File: src/rtl/kt_job_scheduler.sv
`default_nettype none
// ============================================================================
// Module   : kt_job_scheduler
// Brief    : Front end for the knight-tour solver core. Arbitrates tour jobs
//            from two valid/ready requesters round-robin, buffers the granted
//            path prefix, replays it to the core as one contiguous burst and
//            forwards the 25-step result burst tagged with the requester id.
// Revision : 1.0 - initial release
// ============================================================================
module kt_job_scheduler #(
    parameter int TIMEOUT = 4096,
    parameter int GAP     = 2
) (
    input  logic       clk,
    input  logic       rst_n,
    input  logic       req0_valid,
    output logic       req0_ready,
    input  logic [2:0] req0_x,
    input  logic [2:0] req0_y,
    input  logic [2:0] req0_prio,
    input  logic       req0_last,
    input  logic       req1_valid,
    output logic       req1_ready,
    input  logic [2:0] req1_x,
    input  logic [2:0] req1_y,
    input  logic [2:0] req1_prio,
    input  logic       req1_last,
    output logic       kt_in_valid,
    output logic [2:0] kt_in_x,
    output logic [2:0] kt_in_y,
    output logic [4:0] kt_move_num,
    output logic [2:0] kt_priority_num,
    input  logic       kt_out_valid,
    input  logic [2:0] kt_out_x,
    input  logic [2:0] kt_out_y,
    input  logic [4:0] kt_move_out,
    output logic       res_valid,
    output logic       res_id,
    output logic [4:0] res_step,
    output logic [2:0] res_x,
    output logic [2:0] res_y,
    output logic       res_last,
    output logic       busy,
    output logic       err_len,
    output logic       err_coord,
    output logic       err_timeout
);

    localparam int c_DEPTH  = 25;
    localparam int c_WAIT_W = (TIMEOUT > 2) ? $clog2(TIMEOUT) : 1;
    localparam int c_GAP_W  = (GAP > 2) ? $clog2(GAP) : 1;
    localparam logic [c_WAIT_W-1:0] c_WAIT_LAST = c_WAIT_W'(TIMEOUT - 1);
    localparam logic [c_GAP_W-1:0]  c_GAP_LAST  = c_GAP_W'(GAP - 1);
    localparam logic [4:0] c_LAST_IDX  = 5'd24;
    localparam logic [4:0] c_LAST_STEP = 5'd25;
    localparam logic [2:0] c_MAX_COORD = 3'd4;

    localparam logic [2:0] c_ST_IDLE  = 3'd0;
    localparam logic [2:0] c_ST_LOAD  = 3'd1;
    localparam logic [2:0] c_ST_ISSUE = 3'd2;
    localparam logic [2:0] c_ST_WAIT  = 3'd3;
    localparam logic [2:0] c_ST_DRAIN = 3'd4;
    localparam logic [2:0] c_ST_GAP   = 3'd5;
    localparam logic [2:0] c_ST_HALT  = 3'd6;

    logic [2:0]          r_state;
    logic [2:0]          w_next_state;
    logic                r_grant;
    logic                r_last_grant;
    logic [4:0]          r_cnt;
    logic [4:0]          r_len;
    logic [4:0]          r_k;
    logic [2:0]          r_prio;
    logic                r_bad;
    logic [c_WAIT_W-1:0] r_wait_cnt;
    logic [c_GAP_W-1:0]  r_gap_cnt;
    logic [2:0]          r_buf_x [c_DEPTH];
    logic [2:0]          r_buf_y [c_DEPTH];
    logic                r_err_len;
    logic                r_err_coord;
    logic                r_err_timeout;
    logic                r_res_valid;
    logic                r_res_id;
    logic [4:0]          r_res_step;
    logic [2:0]          r_res_x;
    logic [2:0]          r_res_y;
    logic                r_res_last;

    logic       w_sel_valid;
    logic [2:0] w_sel_x;
    logic [2:0] w_sel_y;
    logic [2:0] w_sel_prio;
    logic       w_sel_last;
    logic       w_pick;
    logic       w_any_req;
    logic       w_load_hs;
    logic       w_cnt_full;
    logic       w_load_end;
    logic       w_bad_any;
    logic       w_issue_end;
    logic       w_core_in;
    logic       w_core_done;
    logic       w_timeout;
    logic       w_gap_done;

    // Granted-requester mux, arbitration and handshake/event decode
    always_comb begin
        w_sel_valid = r_grant ? req1_valid : req0_valid;
        w_sel_x     = r_grant ? req1_x     : req0_x;
        w_sel_y     = r_grant ? req1_y     : req0_y;
        w_sel_prio  = r_grant ? req1_prio  : req0_prio;
        w_sel_last  = r_grant ? req1_last  : req0_last;
        w_any_req   = req0_valid | req1_valid;
        // On a tie the requester that did not finish the previous job wins
        w_pick      = (req0_valid && req1_valid) ? ~r_last_grant : req1_valid;
        w_load_hs   = (r_state == c_ST_LOAD) && w_sel_valid;
        w_cnt_full  = (r_cnt == c_LAST_IDX);
        w_load_end  = w_load_hs && (w_sel_last || w_cnt_full);
        w_bad_any   = r_bad || (w_sel_x > c_MAX_COORD) || (w_sel_y > c_MAX_COORD);
        w_issue_end = (r_state == c_ST_ISSUE) && (r_k == r_len - 5'd1);
        w_core_in   = ((r_state == c_ST_WAIT) || (r_state == c_ST_DRAIN)) && kt_out_valid;
        w_core_done = w_core_in && (kt_move_out == c_LAST_STEP);
        w_timeout   = (r_state == c_ST_WAIT) && !kt_out_valid && (r_wait_cnt == c_WAIT_LAST);
        w_gap_done  = (r_state == c_ST_GAP) && (r_gap_cnt == c_GAP_LAST);
    end

    // State register
    always_ff @(posedge clk or negedge rst_n) begin
        if (!rst_n) begin
            r_state <= c_ST_IDLE;
        end else begin
            r_state <= w_next_state;
        end
    end

    // Next-state decode
    always_comb begin
        w_next_state = r_state;
        case (r_state)
            c_ST_IDLE:  if (w_any_req) w_next_state = c_ST_LOAD;
            c_ST_LOAD:  if (w_load_end) w_next_state = w_bad_any ? c_ST_GAP : c_ST_ISSUE;
            c_ST_ISSUE: if (w_issue_end) w_next_state = c_ST_WAIT;
            c_ST_WAIT: begin
                if (kt_out_valid) begin
                    w_next_state = (kt_move_out == c_LAST_STEP) ? c_ST_GAP : c_ST_DRAIN;
                end else if (w_timeout) begin
                    w_next_state = c_ST_HALT;
                end
            end
            c_ST_DRAIN: if (w_core_done) w_next_state = c_ST_GAP;
            c_ST_GAP:   if (w_gap_done) w_next_state = c_ST_IDLE;
            c_ST_HALT:  w_next_state = c_ST_HALT;
            default:    w_next_state = c_ST_IDLE;
        endcase
    end

    // State-decoded outputs; everything is zero outside its active state
    always_comb begin
        busy            = (r_state != c_ST_IDLE);
        req0_ready      = (r_state == c_ST_LOAD) && !r_grant;
        req1_ready      = (r_state == c_ST_LOAD) && r_grant;
        kt_in_valid     = 1'b0;
        kt_in_x         = 3'd0;
        kt_in_y         = 3'd0;
        kt_move_num     = 5'd0;
        kt_priority_num = 3'd0;
        if (r_state == c_ST_ISSUE) begin
            kt_in_valid = 1'b1;
            kt_in_x     = r_buf_x[r_k];
            kt_in_y     = r_buf_y[r_k];
            if (r_k == 5'd0) begin
                kt_move_num     = r_len;
                kt_priority_num = r_prio;
            end
        end
    end

    // Job bookkeeping: grant, prefix count, sticky bad flag and phase counters
    always_ff @(posedge clk or negedge rst_n) begin
        if (!rst_n) begin
            r_grant      <= 1'b0;
            r_last_grant <= 1'b1;
            r_cnt        <= 5'd0;
            r_len        <= 5'd0;
            r_k          <= 5'd0;
            r_prio       <= 3'd0;
            r_bad        <= 1'b0;
            r_wait_cnt   <= '0;
            r_gap_cnt    <= '0;
        end else begin
            r_k        <= (r_state == c_ST_ISSUE) ? r_k + 5'd1 : 5'd0;
            r_wait_cnt <= (r_state == c_ST_WAIT) ? r_wait_cnt + 1'b1 : '0;
            r_gap_cnt  <= (r_state == c_ST_GAP) ? r_gap_cnt + 1'b1 : '0;
            if (r_state == c_ST_IDLE) begin
                r_cnt <= 5'd0;
                r_bad <= 1'b0;
                if (w_any_req) begin
                    r_grant <= w_pick;
                end
            end
            if (w_load_hs) begin
                r_cnt <= r_cnt + 5'd1;
                r_bad <= w_bad_any;
                if (r_cnt == 5'd0) begin
                    r_prio <= w_sel_prio;
                end
            end
            if (w_load_end) begin
                r_len <= r_cnt + 5'd1;
            end
            // A job counts as served once it is dropped or fully drained
            if ((w_load_end && w_bad_any) || w_core_done) begin
                r_last_grant <= r_grant;
            end
        end
    end

    // Prefix buffer; contents are only read after being written for the job
    always_ff @(posedge clk) begin
        if (w_load_hs) begin
            r_buf_x[r_cnt] <= w_sel_x;
            r_buf_y[r_cnt] <= w_sel_y;
        end
    end

    // Single-cycle error pulses
    always_ff @(posedge clk or negedge rst_n) begin
        if (!rst_n) begin
            r_err_len     <= 1'b0;
            r_err_coord   <= 1'b0;
            r_err_timeout <= 1'b0;
        end else begin
            r_err_len     <= w_load_hs && w_cnt_full && !w_sel_last;
            r_err_coord   <= w_load_end && w_bad_any;
            r_err_timeout <= w_timeout;
        end
    end

    // Result forwarding with one cycle of latency
    always_ff @(posedge clk or negedge rst_n) begin
        if (!rst_n) begin
            r_res_valid <= 1'b0;
            r_res_id    <= 1'b0;
            r_res_step  <= 5'd0;
            r_res_x     <= 3'd0;
            r_res_y     <= 3'd0;
            r_res_last  <= 1'b0;
        end else begin
            r_res_valid <= w_core_in;
            r_res_id    <= w_core_in ? r_grant : 1'b0;
            r_res_step  <= w_core_in ? kt_move_out : 5'd0;
            r_res_x     <= w_core_in ? kt_out_x : 3'd0;
            r_res_y     <= w_core_in ? kt_out_y : 3'd0;
            r_res_last  <= w_core_done;
        end
    end

    assign err_len     = r_err_len;
    assign err_coord   = r_err_coord;
    assign err_timeout = r_err_timeout;
    assign res_valid   = r_res_valid;
    assign res_id      = r_res_id;
    assign res_step    = r_res_step;
    assign res_x       = r_res_x;
    assign res_y       = r_res_y;
    assign res_last    = r_res_last;

endmodule
`default_nettype wire
File: config.mk
export PLATFORM = sky130hd
export DESIGN_NAME = kt_job_scheduler
export DESIGN_NICKNAME = d
export VERILOG_FILES = /design/src/rtl/kt_job_scheduler.sv
export SDC_FILE = /design/constraint.sdc
export NUM_CORES = 1
export LEC_CHECK = 0
export CAP_MARGIN = 30
export CORE_ASPECT_RATIO = 0.9
export CORE_MARGIN = 5
export CORE_UTILIZATION = 25
export CTS_BUF_LIST = sky130_fd_sc_hd__clkbuf_2
export DETAILED_ROUTE_END_ITERATION = 12
export GPL_ROUTABILITY_DRIVEN = 0
export GPL_TIMING_DRIVEN = 0
export PLACE_DENSITY = 0.38
export SLEW_MARGIN = 20
export SYNTH_ARGS = -nofsm -noshare
export SYNTH_HDL_FRONTEND = slang
export SYNTH_SLANG_ARGS = --single-unit
File: constraint.sdc
create_clock -name clk -period 2.75 [get_ports clk]
set_clock_uncertainty 0.05 [all_clocks]
set_input_delay 0.825 -clock clk [delete_from_list [all_inputs] [get_ports clk]]
set_output_delay 0.825 -clock clk [all_outputs]
set_load 0.1 [all_outputs]
### Word-level counts from Yosys, hierarchy flattened

Memories as Yosys holds them, arrays and structs flattened.
Cells that the tools add are included.

| operators by class | value |
|---|---|
| add/subtract/negate cells | 5 |
| magnitude comparators | 2 |
| eq/ne operators | 16 |
| muxes and demuxes | 36 |
| bitwise gates (word level) | 2 |
| reduce and logical (&&, ||, !) cells | 30 |

Operator list:

| operator | number |
|---|---|
| 3-bit 2-to-1 mux | 17 |
| 5-bit 2-to-1 mux | 6 |
| 3-bit case mux with 7 select lines | 1 |
| 1-bit logical AND | 14 |
| 12-bit by 1-bit adder with 12-bit output, second input constant | 1 |
| 12-bit == test, second input constant | 1 |
| 12-bit 2-to-1 mux | 1 |
| 1-bit 2-to-1 mux | 11 |
| 5-bit by 1-bit adder with 5-bit output, second input constant | 2 |
| 5-bit == test, second input constant | 2 |
| 5-bit zero test | 2 |
| 2-bit inequality test, second input constant | 5 |
| 3-bit == test, second input constant | 3 |
| 3-bit by 2-bit == test with 1-bit output, second input constant | 2 |
| 3-bit greater-than comparator, second input constant | 2 |
| 6-bit AND reduction | 1 |
| 5-bit == test | 1 |
| 1-bit logical OR | 5 |
| 5-bit by 1-bit subtractor with 5-bit output, second input constant | 1 |
| 2-bit AND reduction | 2 |
| 3-bit by 1-bit == test with 1-bit output, second input constant | 1 |
| 1-bit zero test | 3 |
| 3-bit zero test | 1 |
| 3-bit inequality test, second input constant | 1 |
| other kinds (5) | 5 |

| storage, ports and cells | value |
|---|---|
| register bits | 54 |
| bits in writable memories | 150 |
| output and inout port bits | 35 |
| word-level logic and storage cells | 112 |
| memories kept | 2 |

Memory list:

| name | depth | width | rd ports | clocked after memory_dff | wr ports | line | text |
|---|---|---|---|---|---|---|---|
| r_buf_x | 25 | 3 | 1 | 0 | 1 | 77 | `logic [2:0] r_buf_x [c_DEPTH];` |
| r_buf_y | 25 | 3 | 1 | 0 | 1 | 78 | `logic [2:0] r_buf_y [c_DEPTH];` |

### Depth between registers and ports, before layout

| logic depth | value |
|---|---|
| word-level depth | 7 |
| depth in mapped cells | 7 |

### Least setup slack after synthesis

OpenSTA, ideal clock, no wires.

| path | value |
|---|---|
| path kind | register to output |
| start point | register r_state[2] |
| end point | output kt_in_x[0] |
| arrival time | 3791 ps |
| data required time | 1875 ps |
| slack | -1916 ps |
| cell stages (with the launch flop) | 7 |
| cells stage by stage | dfrtp_1 -> clkbuf_1 -> or3_1 -> clkbuf_1 -> inv_2 -> o21ai_0 -> nor3_1 |

| on the way | value |
|---|---|
| word-level cells in the longest chain between the ends | 2 |

Ends and longest elaborated chain:

| item | line | text |
|---|---|---|
| from (decl) | 66 | `logic [2:0] r_state;` |
| from (signal assigned) | 130 | `r_state <= c_ST_IDLE;` |
| from (signal assigned) | 132 | `r_state <= w_next_state;` |
| 3-bit by 2-bit == test with 1-bit output | 167 | `if (r_state == c_ST_ISSUE) begin` |
| 3-bit 2-to-1 mux | 167 |  |
| to (decl) | 29 | `output logic [2:0] kt_in_x,` |

No other way between the ends.

### Final worst setup path

| path | value |
|---|---|
| start point | register r_k[0] |
| end point | output kt_in_x[2] |

| on the way | value |
|---|---|
| word-level cells in the longest chain between the ends | 2 |

Ends and longest elaborated chain:

| item | line | text |
|---|---|---|
| from (decl) | 72 | `logic [4:0] r_k;` |
| from (signal assigned) | 191 | `r_k <= (r_state == c_ST_ISSUE) ? r_k + 5'd1 : 5'd0;` |
| memory read 25 x 3 bit | -- |  |
| 3-bit 2-to-1 mux | 167 |  |

No other way between the ends.

==> summary.md <==
| Metric | Value |
|---|---|
| RSZ-0062 raised after global routing | yes |
| Yosys Warn Count | 0 |
| Min Tclk post-route | 3.75 ns |
| ANT nets after route | 0 |
| CTS Buffer Depth | 3 |
| Sink Count | 204 |
| Ys async rst share | 26.5% |
| CTS buffer count | 58 |
| CP top delay family | multiplexers |
| Period utilization | 136% |
| Worst-Skew Late Latency | 0.81 ns |
| Area Growth Syn to Fin | 32.5% |
| GRT overflow | 0 |
| DRC Markers | 0 |
| Nets@finish | 748 |
| Reg power frac | 43.7% |
| Worst-path fanout max | 6 |
| Die Y | 187 um |
| Synthesized flop and latch total | 204 |
| Final setup vio count | 18 |
| Largest cells by area after synthesis | edfxtp_1 52%, dfrtp_1 15%, mux4_2 9.3%, mux2_2 2.3%, nor2_1 2.3% |
| Slew Viols, Final | 0 |
| CP peak stage delay | 0.55 ns |
| Compound-gate portion of the synthesized area | 4.55% |
| Synth Instances | 552 |
| Synth top area share | 51.9% |
| Pwr dens | 787 mW/mm^2 |
| Main combinational cell family by area after synthesis | multiplexers |
| Syn nets | 596 |
| P_leak | 4.05 nW |
| Pin count of the biggest net entering global routing | 55 |
| Post-synth EDFFs | 150 |
| Yosys cell types | 57 |
| Die W | 206 um |
| Fmax | 267 MHz |
| Hold Slack | 0.401 ns |
| Synth cell count leaders | 150 x edfxtp_1, 53 x dfrtp_1, 53 x nor2_1 |
| Mux contribution to synthesized area | 12.3% |
| Comb power frac | 31.5% |
| CP Buf/Inv Count | 3 |
| Initial core utilization | 25.4% |
| Worst Tran Pin Value | 0.727 ns |
| WP data arrival | 2.87 ns |
| Placed cell areas | 0.0102 mm^2 |
| Core footprint | 0.0341 mm^2 |
| First-pass GRT wire length | 35.3 mm |
| Post-Synth Simple-Gate Area | 10.0% |
| Dpl hpwl | 15.2 mm |
| Synth Flop Type | edfxtp_1 |
| Clk pin slew, worst setup/hold paths | 0.09 ns |
| Mapped Area | 0.00868 mm^2 |
| Vias in the first global route | 5859 |
| Design area | 0.0115 mm^2 |
| CTS tree | built |
| Fill count | 3414 |
| Area leader, netlist | edfxtp_1 |
| CP required | 1.88 ns |
| Slowest CP cell | mux4_2 |
| CP dominant cell by count | buf_12 |
| Outcome | finished with violations |
| Root buf cell | clkbuf_2 |
| Slew HR | 51.3% |
| DR WL/cell | 19.2 um |
| Synth Area in Adders | 1.15% |
| Syn_area_per_cell | 15.7 um^2 |
| Setup ws final | -0.998 ns |
| Startpoint Class | flop |
| Final Hold Fails | 0 |
| Initial antenna violation count | 2 |
| Tot GR Track Use | 12.1% |
| Share of cells above drive strength 1 | 38.7% |
| CP cell instances | buf_12 -> clkbuf_16 -> mux4_2 -> mux2_2 -> o22ai_4 -> nor3_4 -> buf_12 |
| Routed vias | 5261 |
| Number of max-cap violations | 0 |
| Sw power | 0.00322 W |
| Area of the die | 0.0386 mm^2 |
| Final Power | 0.00906 W |
| Int Pwr | 0.00583 W |
| H-Tree Depth | 2 |
| DRT Wirelength | 23.2 mm |
| Post-route core utilization | 33.7% |
| Failing checks | setup timing |
| Seq/Total Area, Yosys | 67.5% |
| Num ports | 71 |
| First drt pass iteration count | 4 |
| Crit Path Category | reg -> out |
| IO buf count | 70 |
| Rows | 64 |
| Worst VDD drop | 0.000468 V |
| DR vias/cell | 4.34 |
| Power share of the clock group | 24.8% |
| Switching share of power | 35.6% |
| Leading cell type by number of instances after synthesis | edfxtp_1 |
| HP Class | reg -> reg |
| Iter 0 DRT Violations | 307 |
| Crit. End Element | output pin |
| Pre-CTS WS | -1.34 ns |
| Post-synthesis xor/xnor area fraction | 2.22% |
per-stage QoR:
step / cells / TNS, ns
detailed placement: 1086 / -74.84
floorplan: 552 / -0.970
global route: 1212 / -15.02
CTS: 1204 / -14.40
finish: 1212 / -11.95
global placement: 1084 / -130.97
layout make-up:
type / instances / area, um^2 / share of cell area, %
Multi-Input combinational cell: 306 / 3000 / 26.1
Buffer: 27 / 264 / 2.29
Clock buffer: 91 / 455 / 3.96
Sequential cell: 204 / 5860 / 50.9
Timing Repair Buffer: 94 / 1200 / 10.4
Clock inverter: 14 / 83.8 / 0.729
Antenna cell: 1 / 2.50 / 0.0218
Inverter: 13 / 67.6 / 0.587
Tap cell: 462 / 578 / 5.02
layer usage:
metal  up-vias  track usage, %  part of all wire [%]
li1       2423               -                     -
met4         2            3.74                   2.2
met5         -               0                 0.086
met3        43            3.21                   5.1
met2       141            18.8                    46
met1      2652            16.6                    46
power by group through the flow:
stage | registers [W] | logic [W] | clock network, W
global placement | 0.00403 | 0.00244 | 0
floorplan | 0.00417 | 0.00152 | 0
CTS | 0.00396 | 0.00280 | 0.00236
global route | 0.00399 | 0.00307 | 0.00253
detailed placement | 0.00403 | 0.00252 | 0
finish | 0.00396 | 0.00285 | 0.00224
logic make-up (layout without fill, tap and decap cells):
family,after synthesis,in the layout
flip-flops,204,204
multiplexers,59,59
buffers and inverters,42,239
other,0,1
AND/OR/NAND/NOR,164,164
AO/OA/AOI/OAI,53,53
adder cells (fa/ha/maj),8,8
XOR/XNOR,22,22
worst reg2reg max path, stage by stage (launching register included):
cell	delay, ns
dfrtp_1	0.40
buf_6	0.13
or3b_4	0.39
buf_4	0.17
nor2_4	0.19
nand2_1	0.34
nor2_1	0.63
layout by cell type (no fill, tap or decap), types with 12 or more instances in the layout:
cell,count
clkdlybuf4s50_1,34
edfxtp_1,150
mux2_2,14
clkdlybuf4s15_2,18
clkbuf_2,91
nor2_1,41
and2_1,14
o21ai_0,12
buf_12,25
buf_4,15
mux4_2,36
dfrtp_1,53
nand2_1,24
xor2_1,13
sequential cells by signal, summed over array words and instances (netlist names):
register	cells
r_k	5
r_grant	1
r_buf_x	75
res_id	1
err_len	1
r_bad	1
res_valid	1
r_buf_y	75
r_wait_cnt	12
r_cnt	5
r_prio	3
r_len	5
res_x	3
res_step	5
r_last_grant	1
err_timeout	1
res_last	1
res_y	3
err_coord	1
r_gap_cnt	1
r_state	3
timing repair:
action / 4_1_cts / 5_1_grt
pin swaps: 11 / 14
hold buffers: 1 / 0
gates cloned: 1 / 1
setup buffers: 12 / 7
resized for setup: 264 / 39
endpoints found under the hold margin: 36 / 0
endpoints found under the setup margin: 35 / 57
final timing paths:
path,end,slack [ns],depth (start not counted),from
worst max-delay path,kt_in_x[2],-1.0,7,r_k[0]
worst max register to register,r_buf_y[10][1],0.11,6,r_state[2]
worst min-delay path,r_gap_cnt,0.40,1,r_gap_cnt
max in group asynchronous,r_wait_cnt[3],1.58,2,rst_n
worst min register to register,r_gap_cnt,0.40,1,r_gap_cnt
min in group asynchronous,res_step[0],0.56,2,rst_n
Note: power is estimated with default switching activity, not from simulation.
